===== src/rtl/fetch_unit_pkg.sv =====
// Shared constants and state encoding for the instruction-fetch stage.
// Imported by fetch_unit and instruction_memory.
package fetch_unit_pkg;

    localparam logic [31:0] HALT_INSTR             = 32'hFFFF_FFFF;
    localparam logic [31:0] NOP_INSTR              = 32'h0000_0000;
    localparam logic [31:0] PC_INCREMENT           = 32'd4;
    localparam int          DEFAULT_INSTR_MEM_SIZE = 64;

    typedef enum logic [1:0] {
        FETCH_IDLE   = 2'd0,
        FETCH_RUN    = 2'd1,
        FETCH_HALTED = 2'd2
    } fetch_state_t;

endpackage


===== src/rtl/fetch_unit_instruction_memory.sv =====
// Word-addressed instruction memory: synchronous loader write, combinational read.
// Word indices beyond the array read back as HALT so runaway fetches stop the core.
module instruction_memory
    import fetch_unit_pkg::*;
#(
    parameter  int PC_SIZE        = 32,
    parameter  int BUS_SIZE       = 32,
    parameter  int MEM_SIZE_WORDS = DEFAULT_INSTR_MEM_SIZE,
    localparam int AW             = $clog2(MEM_SIZE_WORDS)
) (
    input  logic                i_clk,
    input  logic                i_wr_en,
    input  logic [AW-1:0]       i_wr_addr,
    input  logic [BUS_SIZE-1:0] i_wr_data,
    input  logic [PC_SIZE-3:0]  i_rd_word,
    output logic [BUS_SIZE-1:0] o_rd_data
);

    logic [BUS_SIZE-1:0] r_mem [MEM_SIZE_WORDS];
    logic                w_in_range;

    always_ff @(posedge i_clk) begin
        if (i_wr_en) begin
            r_mem[i_wr_addr] <= i_wr_data;
        end
    end

    assign w_in_range = (i_rd_word < (PC_SIZE-2)'(MEM_SIZE_WORDS));
    assign o_rd_data  = w_in_range ? r_mem[i_rd_word[AW-1:0]] : BUS_SIZE'(HALT_INSTR);

endmodule


===== src/rtl/fetch_unit.sv =====
// MIPS instruction-fetch stage: PC, loader-filled instruction memory and IF/ID register.
// Optional macro FETCH_CYCLE_COUNT_EN adds o_cycle_count (edges spent in RUN).
module fetch_unit
    import fetch_unit_pkg::*;
#(
    parameter  int PC_SIZE        = 32,
    parameter  int BUS_SIZE       = 32,
    parameter  int MEM_SIZE_WORDS = DEFAULT_INSTR_MEM_SIZE,
    localparam int AW             = $clog2(MEM_SIZE_WORDS)
) (
    input  logic                i_clk,
    input  logic                i_reset,
    input  logic                i_enable,
    input  logic                i_start,
    input  logic                i_stall,
    input  logic                i_next_pc_src,
    input  logic [PC_SIZE-1:0]  i_next_not_seq_pc,
    input  logic                i_load_en,
    input  logic [AW-1:0]       i_load_addr,
    input  logic [BUS_SIZE-1:0] i_load_data,
    output logic [BUS_SIZE-1:0] o_instruction,
    output logic [PC_SIZE-1:0]  o_next_seq_pc,
    output logic [PC_SIZE-1:0]  o_pc,
    output logic                o_halt,
    output logic                o_mem_full
`ifdef FETCH_CYCLE_COUNT_EN
    ,
    output logic [31:0]         o_cycle_count
`endif
);

    localparam int CW = $clog2(MEM_SIZE_WORDS + 1);

    fetch_state_t        r_state, r_state_next;
    logic [PC_SIZE-1:0]  r_pc, r_pc_next;
    logic [BUS_SIZE-1:0] r_instr, r_instr_next;
    logic [PC_SIZE-1:0]  r_seq_pc, r_seq_pc_next;
    logic [CW-1:0]       r_load_cnt, r_load_cnt_next;

    logic                w_advance;
    logic                w_load_wr;
    logic [PC_SIZE-1:0]  w_pc_plus4;
    logic [BUS_SIZE-1:0] w_fetched;

    assign w_advance  = i_enable && !i_stall;
    assign w_load_wr  = (r_state == FETCH_IDLE) && i_load_en;
    assign w_pc_plus4 = r_pc + PC_SIZE'(PC_INCREMENT);

    instruction_memory #(
        .PC_SIZE        (PC_SIZE),
        .BUS_SIZE       (BUS_SIZE),
        .MEM_SIZE_WORDS (MEM_SIZE_WORDS)
    ) u_imem (
        .i_clk     (i_clk),
        .i_wr_en   (w_load_wr),
        .i_wr_addr (i_load_addr),
        .i_wr_data (i_load_data),
        .i_rd_word (r_pc[PC_SIZE-1:2]),
        .o_rd_data (w_fetched)
    );

    always_comb begin
        r_state_next    = r_state;
        r_pc_next       = r_pc;
        r_instr_next    = r_instr;
        r_seq_pc_next   = r_seq_pc;
        r_load_cnt_next = r_load_cnt;
        case (r_state)
            FETCH_IDLE: begin
                if (i_load_en && (r_load_cnt != CW'(MEM_SIZE_WORDS))) begin
                    r_load_cnt_next = r_load_cnt + 1'b1;
                end
                if (i_start) begin
                    r_state_next = FETCH_RUN;
                end
            end
            FETCH_RUN: begin
                if (w_advance) begin
                    r_instr_next  = w_fetched;
                    r_seq_pc_next = w_pc_plus4;
                    r_pc_next     = i_next_pc_src ? i_next_not_seq_pc : w_pc_plus4;
                    if (w_fetched == BUS_SIZE'(HALT_INSTR)) begin
                        r_state_next = FETCH_HALTED;
                    end
                end
            end
            FETCH_HALTED: begin
                // Keep feeding bubbles so the downstream stages drain.
                if (w_advance) begin
                    r_instr_next = BUS_SIZE'(NOP_INSTR);
                end
            end
            default: r_state_next = FETCH_IDLE;
        endcase
    end

    always_ff @(posedge i_clk or posedge i_reset) begin
        if (i_reset) begin
            r_state    <= FETCH_IDLE;
            r_pc       <= '0;
            r_instr    <= BUS_SIZE'(NOP_INSTR);
            r_seq_pc   <= '0;
            r_load_cnt <= '0;
        end else begin
            r_state    <= r_state_next;
            r_pc       <= r_pc_next;
            r_instr    <= r_instr_next;
            r_seq_pc   <= r_seq_pc_next;
            r_load_cnt <= r_load_cnt_next;
        end
    end

`ifdef FETCH_CYCLE_COUNT_EN
    logic [31:0] r_cycle_count;

    always_ff @(posedge i_clk or posedge i_reset) begin
        if (i_reset) begin
            r_cycle_count <= '0;
        end else if (r_state == FETCH_RUN) begin
            r_cycle_count <= r_cycle_count + 32'd1;
        end
    end

    assign o_cycle_count = r_cycle_count;
`endif

    assign o_instruction = r_instr;
    assign o_next_seq_pc = r_seq_pc;
    assign o_pc          = r_pc;
    assign o_halt        = (r_state == FETCH_HALTED);
    assign o_mem_full    = (r_load_cnt == CW'(MEM_SIZE_WORDS));

endmodule


===== config.mk =====
export PLATFORM = sky130hd
export DESIGN_NAME = fetch_unit
export DESIGN_NICKNAME = d
export VERILOG_FILES = /design/src/rtl/fetch_unit_pkg.sv /design/src/rtl/fetch_unit_instruction_memory.sv /design/src/rtl/fetch_unit.sv
export SDC_FILE = /design/constraint.sdc
export NUM_CORES = 2
export LEC_CHECK = 0
export CAP_MARGIN = 20
export CORE_MARGIN = 8
export CORE_UTILIZATION = 50
export CTS_CLUSTER_DIAMETER = 100
export DETAILED_ROUTE_END_ITERATION = 6
export HOLD_SLACK_MARGIN = 0.08
export PLACE_DENSITY = 0.66
export SLEW_MARGIN = 20
export SYNTH_ARGS = -nofsm -noshare
export SYNTH_HDL_FRONTEND = slang
export SYNTH_SLANG_ARGS = --single-unit

===== constraint.sdc =====
create_clock -name i_clk -period 3.6 [get_ports i_clk]
set_input_delay 0.54 -clock i_clk [delete_from_list [all_inputs] [get_ports i_clk]]
set_output_delay 0.54 -clock i_clk [all_outputs]
set_load 0.005 [all_outputs]

# Word level (Yosys, flattened, before mapping)

Memories as Yosys holds them, arrays and structs flattened.
Cells that the tools add are included.

Register bits: 105
Bits in writable memories: 2048
Input port bits: 77
Output and inout bits: 98
Word-level logic and storage cells: 40
Memories kept: 1

Add/sub/neg operators: 2
$lt $le $gt $ge: 1
Equality and inequality tests: 9
Multiplexer cells: 11
Bitwise logic cells: 1
Reduce and logical (&&, ||, !) cells: 10

Memories:

| memory       | depth | bits a word | rd ports | clocked after Yosys merged registers in | wr ports | RTL line                            | source |
|---|---|---|---|---|---|---|---|
| u_imem.r_mem | 64    | 32          | 1        | 0                                       | 1        | fetch_unit_instruction_memory.sv:19 | `logic [BUS_SIZE-1:0] r_mem [MEM_SIZE_WORDS];` |

Operators with widths:

| cell                                                                           | count |
|---|---|
| 32-bit two-way mux                                                             | 4 |
| 32-bit one-hot mux with 2 select lines                                         | 1 |
| 32-bit by 3-bit adder with 32-bit output (second input constant)               | 1 |
| 32-bit == test (second input constant)                                         | 1 |
| 30-bit by 7-bit less-than comparator with 1-bit output (second input constant) | 1 |
| 7-bit by 1-bit adder with 7-bit output (second input constant)                 | 1 |
| 7-bit == test (second input constant)                                          | 1 |
| 7-bit inequality test (second input constant)                                  | 1 |
| 2-bit two-way mux                                                              | 3 |
| 2-bit inequality test (second input constant)                                  | 3 |
| 2-bit one-hot mux with 3 select lines                                          | 1 |
| 2-bit AND reduction                                                            | 2 |
| 4-bit AND reduction                                                            | 1 |
| 1-bit logical AND                                                              | 3 |
| 3-bit AND reduction                                                            | 1 |
| 2-bit by 1-bit == test with 1-bit output (second input constant)               | 1 |
| 2-bit == test (second input constant)                                          | 1 |
| 2-bit zero test                                                                | 1 |
| 1-bit two-way mux                                                              | 2 |
| 2-bit by 1-bit inequality test with 1-bit output (second input constant)       | 1 |
| 2-bit nonzero test                                                             | 1 |
| 1-bit zero test                                                                | 1 |
| 1-bit NOT                                                                      | 1 |

# Longest topological paths before layout

Word-level depth: 6
Depth in mapped cells: 15
Gate-level depth less buffers: 10

# Modules after synthesis

A second synthesis with hierarchy kept.

Cells, all modules: 4066
Area total of the unflattened synthesis: 83587.7 sq um

Modules (own cells, without submodules):

| module             | instances | cells an instance | area each (sq um) | seq. area each (sq um) |
|---|---|---|---|---|
| instruction_memory | 1         | 3555              | 78472.8           | 61499.0 |
| fetch_unit         | 1         | 511               | 5114.9            | 2627.5 |

# Least setup slack after synthesis

OpenSTA, ideal clock, no wires.

Path type: input -> register
Start: input i_load_en
End: memory u_imem.r_mem[59][0], enable pin
Library setup time: 0.421 ns
Data arrival time: 2.764 ns
Required time: 3.179 ns
Setup slack: 0.414 ns
Cell stages on the path: 4
Path buffers: 0
Path through: nor3b_1 -> nor2b_1 -> nand3_1 -> nor2_1

Cells in the longest elaborated chain, start to end: 3

Ends and longest elaborated chain:

| item                                    | RTL line                            | source |
|---|---|---|
| start, declared                         | fetch_unit.sv:18                    | `input logic i_load_en,` |
| 1-bit logical AND                       | fetch_unit.sv:46                    | `assign w_load_wr = (r_state == FETCH_IDLE) && i_load_en;` |
| 1-bit two-way mux                       | fetch_unit_instruction_memory.sv:23 | `if (i_wr_en) begin` |
| 1-bit two-way mux (implied by the code) | fetch_unit_instruction_memory.sv:24 | `r_mem[i_wr_addr] <= i_wr_data;` |
| end, declared                           | fetch_unit_instruction_memory.sv:19 |  |

No other way between the ends.

# Final worst setup path

Start: register r_pc[4], in the netlist o_pc[4]
End: register r_state[0]

Cells in the longest elaborated chain, start to end: 5
Elaborated cells on any way between the ends: 6
Those cells by class: order compare (1); eq/ne (2); mux (1); reduce/logical (1); memory (1)

Ends and longest elaborated chain:

| item                                                                                                | RTL line                            | source |
|---|---|---|
| start, declared                                                                                     | fetch_unit.sv:35                    | `logic [PC_SIZE-1:0] r_pc, r_pc_next;` |
| start signal, assigned                                                                              | fetch_unit.sv:106                   | `r_pc <= r_pc_next;` |
| 30-bit by 7-bit less-than comparator with 1-bit output / memory 64 x 32 bit (equally long branches) | n/a                                 |  |
| 32-bit two-way mux (*)                                                                              | fetch_unit_instruction_memory.sv:29 | `assign o_rd_data = w_in_range ? r_mem[i_rd_word[AW-1:0]] : BUS_SIZE'(HALT_INSTR);` |
| 32-bit == test (*)                                                                                  | fetch_unit.sv:82                    | `if (w_fetched == BUS_SIZE'(HALT_INSTR)) begin` |
| 2-bit inequality test (no source line) (*)                                                          | n/a                                 |  |
| 4-bit AND reduction (no source line) (*)                                                            | n/a                                 |  |
| end signal, assigned                                                                                | fetch_unit.sv:105                   | `r_state <= r_state_next;` |
| end, declared                                                                                       | fetch_unit.sv:34                    | `fetch_state_t r_state, r_state_next;` |

Every way passes the cells marked *; elsewhere a longest branch is shown, timed or not.
A chain may end at the register's enable or synchronous reset.

==> metrics.txt <==
Worst Hold Class in2reg; Mapped Cells 4160; Tmin final 3.59 ns; CP Class reg2reg; Mapped Area 0.0842 sq mm; met1 usage 0.379; Total Power 74.0 mW; Antenna Nets Post-Route 0; Max FO, Critical Path 19; Post-DP Area 0.0931 sq mm; CTS buffer count 209; area fraction of the dominant cell type after synthesis 0.730; Max stage delay cell, worst path dfrtp_4; Placed Cells 6800; share of cells above drive strength 1 0.280; CP Cell Sequence buf_12 > inv_4 > buf_12 > buf_4 > a21oi_1 > o211ai_1 > a211oi_1 > nor3_1 > nand4b_1 > nor4b_1 > and4_1 > a311oi_2; vias in the first global route 45300; Startpoint Class register; post-synthesis xor/xnor area fraction 0.00354; EDFF count, synth 2048; most frequent CP cell buf_12; die width 426 um; drt first-iter violations 6768; first-pass iteration count of the detailed router 6; Final Hold Viols 0; grt peak-use layer met2; main combinational cell family by area after synthesis multiplexers; Detailed Route WL 256000 um; delay of the slowest critical-path stage 0.65 ns; Arr. time, crit path 4.31 ns; path depth of the worst reg2reg path 12; FF-to-FF Start o_pc[4]; status completed; largest net degree at the start of global routing 65; die area 0.182 sq mm; synth top area cells edfxtp_1 73%, mux4_2 11%, dfrtp_1 3.1%; NetSw 23.4 mW; mean routed wirelength per cell 35.6 um; Synth Area in Simple Gates 0.0290; Clock power frac 0.300; syn nets 4240; hold path depth 1; startpoint of the worst hold path i_load_data[29]; Yosys top cell by area edfxtp_1; Internal Power 50.6 mW; Crit. End Element register; I/O pins 175; Final Max Slew Viols 0; H-tree levels 4; IO Port Bufs 174; Max VDD drop 0.520 mV; R2R Setup Slk 0.01 ns; max_cap viols 0; RR Endpoint r_state[0]; Most used DFF post-synth edfxtp_1; Area Overhead vs Synth 19.6%; Layout Nets 4905; Power per Cell Area 735 mW/mm^2; CORE AREA 0.167 sq mm; routed via count 46600; Max transition margin 0.242; drt drc 0; Switching Share 0.316; flop and latch count out of synthesis 2153; met3 usage 0.0665; required time of the critical path 4.32 ns; FP Rows 150; GR Util All Layers 0.277; worst clock skew 0.0554 ns; Final Hold Slack 0.193 ns; final worst-path setup slack 0.0130 ns; Fill cells 11800; Slew @ Worst Pin 1.14 ns; CTS tree done; deepest clock path buffer count 3; grt ovf 0; vias per inst 6.46; worst hold endpoint u_imem.r_mem[12][29]; clk sinks 2153; non-filler cells, final 7208; Post-DP HPWL 161000 um; Peak Freq 279 MHz; pre-CTS WS -0.524 ns; power share of the combinational group 0.312; global-route wire length before repair 354000 um; antenna violations before repair 11; Initial Utilization 0.503; async set or reset register ratio after synthesis 0.0488; Worst-path clk slew 0.06 ns; final period utilization 0.996; static leakage 32.9 nW; met2 Resource Use GR 0.426; Syn Area/Cell 20.2 sq um; Synth Area in Compound Gates 0.0379; post-synthesis adder-cell area fraction 0.000446; part of the Yosys area used for sequential elements 0.762; Clock Tree Root clkbuf_16; register share of total power 0.388; die height 426 um; post-route cell area 0.101 sq mm; Final Setup Violations 0; Yosys cell types 90; mux cell area share after synthesis 0.147; Clk Latency, worst-skew pair 0.89 ns; routability congestion estimate 0.912; YS warnings 0
==> how the worst max path moves through the flow <==
stage	from	to	slack [ns]	cells past startpoint
floorplan	i_reset	o_instruction[0]	0.30	1
global placement	o_pc[2]	r_state[1]	-0.48	12
detailed placement	o_pc[2]	r_state[0]	-0.52	12
CTS	o_pc[2]	r_state[0]	0.003	11
global route	o_pc[2]	r_state[0]	-0.04	12
finish	o_pc[4]	r_state[0]	0.01	12
==> what timing repair did <==
action,CTS,global route
pin swaps,3,3
hold buffers,2,0
gates cloned,1,3
setup endpoints to repair,6,10
buffers inserted,7,5
resized for setup,19,38
hold endpoints to repair,21,0
==> worst max-delay path, delay by kind of cell (launching register included) <==
| family | cells | cell delay [ns] |
|---|---|---|
| AO/OA/AOI/OAI | 4 | 1.09 |
| buffers and inverters | 4 | 0.72 |
| flip-flops | 1 | 0.65 |
| AND/OR/NAND/NOR | 4 | 0.94 |
==> state kept, by name (all words and copies together) (netlist names) <==
register       flops
o_next_seq_pc     32
r_load_cnt         7
o_instruction     32
r_state            2
u_imem.r_mem    2048
o_pc              32
==> cell usage in the layout (no fill, tap or decap), types with 24 or more instances in the layout <==
cell type and n:
mux4_1 24, a22oi_1 80, a21oi_1 78, a221oi_1 40, o21ai_0 135, buf_4 366, nor3_1 32, buf_12 146
nor2_1 59, nor2_4 67, mux4_2 405, mux2i_1 253, clkdlybuf4s50_1 141, buf_2 25, edfxtp_1 2048, clkinv_2 36
clkbuf_1 46, clkbuf_16 212, nand3_1 40, dfrtp_1 99, clkinv_1 38, nand2_1 238
==> logic make-up (layout without fill, tap and decap cells) <==
group,after synthesis,in the layout
XOR/XNOR,34,34
AO/OA/AOI/OAI,481,481
AND/OR/NAND/NOR,539,539
other,0,1
adder cells (fa/ha/maj),3,3
buffers and inverters,259,1102
multiplexers,691,691
flip-flops,2153,2153
==> power by group through the flow <==
stage | Combinational [mW] | Clock [mW] | Sequential, mW
2_1_floorplan | 12.0 | 0 | 29.0
3_3_place_gp | 21.9 | 0 | 29.2
3_5_place_dp | 22.0 | 0 | 29.2
4_1_cts | 22.4 | 22.4 | 28.7
5_1_grt | 23.8 | 23.4 | 28.8
6_report | 23.1 | 22.2 | 28.7
==> routing by layer <==
| metal | share of wire | routed length [um] | up-vias |
|---|---|---|---|
| li1 | - | - | 18600 |
| met1 | 0.38 | 96700 | 24500 |
| met2 | 0.46 | 118000 | 3037 |
| met3 | 0.11 | 28400 | 527 |
| met4 | 0.053 | 13600 | 6 |
| met5 | 0.00016 | 41 | - |
==> metrics by stage <==
step | setup TNS [ns] | util
3_3_place_gp | -1.53 | 0.557
6_report | 0 | 0.602
5_1_grt | -0.0466 | 0.602
2_1_floorplan | 0 | -
3_5_place_dp | -1.70 | 0.557
4_1_cts | 0 | 0.600
==> area by class of cell <==
type / count / area, sq um / share of cell area
timing repair buffer: 698 / 7620 / 0.0757
clock buffer: 258 / 5440 / 0.0541
inverter: 15 / 70.1 / 0.000696
antenna: 1 / 2.50 / 0.0000248
multi-input combinational: 1748 / 19100 / 0.189
sequential: 2153 / 64100 / 0.637
tap: 2204 / 2760 / 0.0274
clock inverter: 131 / 1600 / 0.0159
==> Yosys cell counts, types with 7 or more instances <==
library cell  instances
a2111oi_0             8
a211oi_1             15
a21oi_1              80
a221oi_1             46
a22o_1               11
a22oi_1              80
a31oi_1              18
and3_1               16
buf_1                13
buf_2                57
buf_4                47
buf_6                33
buf_8                13
clkbuf_1             71
dfrtp_1             105
edfxtp_1           2048
inv_1                13
mux2_2                7
mux2i_1             255
mux4_1               24
mux4_2              405
nand2_1             240
nand3_1              41
nand3b_1              7
nand4_1              10
nor2_1              127
nor2b_1              14
nor3_1               33
nor4_1                9
o211ai_1              7
o21ai_0             137
o221ai_1             17
o22ai_1              12
o31ai_1               7
xnor2_1              23
xor2_1               11
No activity file was read; power rests on OpenSTA's default activity.
